`config.mk`:
```
export PLATFORM = sky130hd
export DESIGN_NAME = hazard_unit
export DESIGN_NICKNAME = d
export VERILOG_FILES = /design/src/rtl/hazard_unit.sv
export SDC_FILE = /design/constraint.sdc
export NUM_CORES = 1
export LEC_CHECK = 0
export CORE_MARGIN = 2
export CORE_UTILIZATION = 45
export DETAILED_ROUTE_END_ITERATION = 7
export GPL_TIMING_DRIVEN = 0
export PLACE_DENSITY_LB_ADDON = 0.1
export SLEW_MARGIN = 20
export SYNTH_ARGS = -nofsm -noshare
export SYNTH_HDL_FRONTEND = slang
export SYNTH_SLANG_ARGS = --single-unit
```
`constraint.sdc`:
```
create_clock -name clk -period 3.5 [get_ports clk]
set_input_delay 0.7 -clock clk [delete_from_list [all_inputs] [get_ports clk]]
set_output_delay 0.7 -clock clk [all_outputs]
set_load 0.01 [all_outputs]
```
`src/rtl/hazard_unit.sv`:
```
// Pipeline hazard/stall controller: load-use, ID-branch operand hazards, flushes and data-memory waits.
// Optional stall performance counter enabled by defining HAZARD_PERF_CNT_EN.
module hazard_unit #(
  parameter int unsigned MEM_TIMEOUT = 15,
  parameter int unsigned CNT_W       = 16
) (
  input  logic             clk,
  input  logic             rst,
  input  logic [4:0]       IF_ID_Rs,
  input  logic [4:0]       IF_ID_Rt,
  input  logic             ID_uses_Rt,
  input  logic             ID_is_branch,
  input  logic             branch_taken,
  input  logic             jump,
  input  logic [4:0]       ID_EX_Rd,
  input  logic             ID_EX_RegWrite,
  input  logic             ID_EX_MemRead,
  input  logic             EX_MEM_req,
  input  logic             mem_ready,
  output logic             pc_write,
  output logic             IF_ID_Write,
  output logic             ID_EX_Bubble,
  output logic             IF_ID_Flush,
  output logic             pipe_freeze,
  output logic             mem_err,
  output logic [CNT_W-1:0] stall_cnt
);

  typedef enum logic [1:0] {RUN, STALL2, MEM_WAIT} state_e;

  localparam logic [7:0] TIMEOUT = 8'(MEM_TIMEOUT);

  state_e     state_q, state_d, eff_state;
  logic       ret_q, ret_d;
  logic [7:0] wait_q, wait_d;
  logic       mem_err_q, mem_err_d;
  logic       ex_match, mem_stall;

  assign ex_match = (ID_EX_Rd != 5'd0) &&
                    ((ID_EX_Rd == IF_ID_Rs) || (ID_uses_Rt && (ID_EX_Rd == IF_ID_Rt)));

  // The cycle mem_ready rises releases the freeze; the pipeline then behaves as the saved state.
  assign mem_stall = !mem_ready && ((state_q == MEM_WAIT) || EX_MEM_req);
  assign eff_state = (state_q == MEM_WAIT) ? (ret_q ? STALL2 : RUN) : state_q;

  // NOTE: every output and next-state gets a default first so no path leaves a latch.
  always_comb begin
    pc_write     = 1'b1;
    IF_ID_Write  = 1'b1;
    ID_EX_Bubble = 1'b0;
    IF_ID_Flush  = 1'b0;
    pipe_freeze  = 1'b0;
    state_d      = state_q;
    ret_d        = ret_q;
    if (rst) begin
      state_d = RUN;
      ret_d   = 1'b0;
    end else if (mem_stall) begin
      pipe_freeze = 1'b1;
      pc_write    = 1'b0;
      IF_ID_Write = 1'b0;
      state_d     = MEM_WAIT;
      ret_d       = (eff_state == STALL2);
    end else if (eff_state == STALL2) begin
      pc_write     = 1'b0;
      IF_ID_Write  = 1'b0;
      ID_EX_Bubble = 1'b1;
      state_d      = RUN;
      ret_d        = 1'b0;
    end else begin
      state_d = RUN;
      ret_d   = 1'b0;
      if (ID_EX_MemRead && ex_match) begin
        pc_write     = 1'b0;
        IF_ID_Write  = 1'b0;
        ID_EX_Bubble = 1'b1;
        if (ID_is_branch) state_d = STALL2;
      end else if (ID_is_branch && ID_EX_RegWrite && ex_match) begin
        pc_write     = 1'b0;
        IF_ID_Write  = 1'b0;
        ID_EX_Bubble = 1'b1;
      end else if (branch_taken || jump) begin
        IF_ID_Flush = 1'b1;
      end
    end
  end

  always_comb begin
    wait_d = wait_q;
    if (mem_stall) begin
      if (state_q != MEM_WAIT)  wait_d = 8'd0;
      else if (wait_q != 8'hFF) wait_d = wait_q + 8'd1;
    end
    mem_err_d = mem_err_q || (wait_d == TIMEOUT);
  end

  // NOTE: sequential state uses non-blocking assignments so all registers sample the same pre-edge values.
  always_ff @(posedge clk or posedge rst) begin
    if (rst) begin
      state_q   <= RUN;
      ret_q     <= 1'b0;
      wait_q    <= 8'd0;
      mem_err_q <= 1'b0;
    end else begin
      state_q   <= state_d;
      ret_q     <= ret_d;
      wait_q    <= wait_d;
      mem_err_q <= mem_err_d;
    end
  end

  assign mem_err = mem_err_q;

`ifdef HAZARD_PERF_CNT_EN
  logic [CNT_W-1:0] stall_cnt_q, stall_cnt_d;

  always_comb begin
    stall_cnt_d = stall_cnt_q;
    if (!pc_write && !(&stall_cnt_q)) stall_cnt_d = stall_cnt_q + 1'b1;
  end

  always_ff @(posedge clk or posedge rst) begin
    if (rst) stall_cnt_q <= '0;
    else     stall_cnt_q <= stall_cnt_d;
  end

  assign stall_cnt = stall_cnt_q;
`else
  assign stall_cnt = '0;
`endif

endmodule

```
==> metrics.cfg <==
[hold_path]
min_delay_path_depth = 1
hp-class = flip-flop to flip-flop

[drt]
routed_wl_um = 2358
wire_per_inst_um = 11.67
first_pass_iters = 3
initialDrtViolationCount = 6
via_per_inst = 4.990
drc_errors = 0
via_count = 1008
postRouteAntennaNets = 0

[timing]
hold_slack_ns = 0.4887
max_freq_mhz = 297.1
drv_slew = 0
maxSlewHeadroom = 0.5605
fin_skew_ns = 0.01060
finalHoldViolCount = 0
finalSetupViolCount = 0
period_minus_slack_ns = 3.366
post-route-period-util = 0.9618
worstMarginPinSlew_ns = 0.6557
worst_slack_ns = 0.1337

[worst_setup_path]
critPathMaxFanout = 3
arrival_ns = 2.67
required_ns = 2.80
rr_worst_depth = 6
start_kind = primary input
end_kind = primary output
path_class = primary input to primary output

[cts]
tritoncts = yes
clockRootBuffer = clkbuf_4
cts_buffers = 3
clk_pin_slew_ns = 0.08
clkSinkCount = 12
postCtsSetupBuffers = 0
clk_path_buf_depth = 2
htree_levels = 1
worstSkewPairLatency_ns = 0.27

[yosys]
yosysWarnings = 0
synth-main-ff-cell = dfrtp_1
synth_top_cell_by_area = dfrtp_1
ys_seq_area_frac = 0.2746
syn_area_per_cell_um2 = 8.748
synthCells = 125
ys_types = 45
synth_top_area_frac = 0.2746
yosysMostFrequentCell = buf_4
synth-edff-count = 0
synthTopCellsByArea = dfrtp_1 (27%), buf_4 (12%), xnor2_1 (8.8%)
synth_commonest_cells = buf_4 (17), dfrtp_1 (12), nand2_1 (12), xnor2_1 (11), nor2_1 (10)
synth.cell_area_um2 = 1094
synthArstFlopShare = 1.000
yosys_register_bits = 12

[placed_design]
dp.final_hpwl_um = 1939
place_area_um2 = 1485
gp_congestion = 0.8958
port_buffers = 30
dpl_worst_slack_ns = 0.1447

[grt]
antenna_found_initial = 0
gr-usage-all-layers = 0.1860
grt_pass1_wl_um = 3870
grt-ovfl-total = 0
grt_pass1_vias = 931
grt_max_degree = 14

[layout]
nets = 201
antenna_cells = 0
drive_gt1_frac = 0.2069
synthToLayoutAreaGrowth_pct = 40.96
fin_area_um2 = 1541

[floorplanning]
io_pins = 47
die-width_um = 53.30
start_util = 0.4850
core-area_um2 = 2255
rows = 17
die_area_um2 = 2840
chipHeight_um = 53.30

[pwr]
power_frac_comb = 0.380
p_leak_uw = 0.0006933
p_seq_frac = 0.379
switching_share = 0.3129
power_density_nw_per_um2 = 292.7
p_clk_frac = 0.241
peakVddDrop_mv = 0.2361
internal-power_uw = 310.0
total_power_uw = 451.2
p_sw_uw = 141.2

[run_status]
status = finished, final reports clean

[job]
drv_cap = 0

==> area by class of cell <==
cell class,instances,area (um2)
fillers,197,713.2
multi-input cells,101,681.9
flip-flops and latches,12,300.3
repair buffers,30,300.3
plain buffers,20,161.4
clock buffers,4,36.28
well taps,28,35.03
inverters,7,26.28
==> flip-flops by register name, summed over array words and instances, names as in the netlist <==
name and count:
state_q 2, mem_err 1, wait_q 8, ret_q 1
==> power by group through the flow <==
| stage | registers [uW] | logic [uW] | clock network, uW |
|---|---|---|---|
| 2_1_floorplan | 169 | 113 | 0 |
| 3_5_place_dp | 173 | 168 | 0 |
| 5_1_grt | 175 | 191 | 119 |
| 3_3_place_gp | 171 | 163 | 0 |
| 4_1_cts | 170 | 169 | 113 |
| 6_report | 171 | 171 | 109 |
==> routing by layer <==
layer | global-route usage | vias to the layer above | part of all wire
li1 | - | 507 | -
met2 | 0.3189 | 37 | 0.49
met3 | 0.03107 | 4 | 0.066
met4 | 0.07692 | 0 | 0.013
met5 | 0 | - | 0
met1 | 0.2266 | 460 | 0.43
==> layout by cell type (no fill, tap or decap), drive strengths merged, types with 3 or more instances in the layout <==
master / n
clkdlybuf4s50: 30
xnor2: 11
nand2b: 3
nor2: 10
nand2: 12
clkbuf: 4
dfrtp: 12
nand4: 4
nand3: 4
buf: 20
a21o: 3
conb: 16
nor3: 5
inv: 7
==> repair_timing <==
action / 4_1_cts / 5_1_grt
hold buffers: 0 / 0
resized for setup: 0 / 3
endpoints found under the setup margin: 0 / 1
==> per-stage QoR <==
stage / TNS, ns / utilization / instances
floorplan: 0 / - / 140
global placement: 0 / 0.6587 / 198
detailed placement: 0 / 0.6587 / 198
CTS: 0 / 0.6748 / 202
global route: -0.004393 / 0.6837 / 202
finish: 0 / 0.6837 / 202
==> critical path: stages <==
cell,delay [ns]
clkdlybuf4s50_1,0.57
xnor2_1,0.14
nand3_1,0.11
o22ai_2,0.22
a31oi_2,0.13
a21o_1,0.21
buf_4,0.12
clkdlybuf4s50_1,0.47
==> kinds of logic after synthesis <==
| kind of cell | synth area share |
|---|---|
| other | 0.003429 |
| multiplexers | 0.02288 |
| flip-flops | 0.2746 |
| adder cells (fa/ha/maj) | 0.01144 |
| AND/OR/NAND/NOR | 0.2575 |
| AO/OA/AOI/OAI | 0.1545 |
| XOR/XNOR | 0.1041 |
| buffers and inverters | 0.1716 |
==> final timing paths <==
path / startpoint / end / slack [ns]
max: ID_EX_Rd[0] / pc_write / 0.13
min: mem_err$_DFF_PP0_ / mem_err$_DFF_PP0_ / 0.49
max reg2reg: wait_q[0]$_DFF_PP0_ / mem_err$_DFF_PP0_ / 1.37
min reg2reg: mem_err$_DFF_PP0_ / mem_err$_DFF_PP0_ / 0.49
max in group asynchronous: rst / wait_q[5]$_DFF_PP0_ / 2.31
min in group asynchronous: rst / wait_q[7]$_DFF_PP0_ / 0.84
No activity file was read; power rests on OpenSTA's default activity.
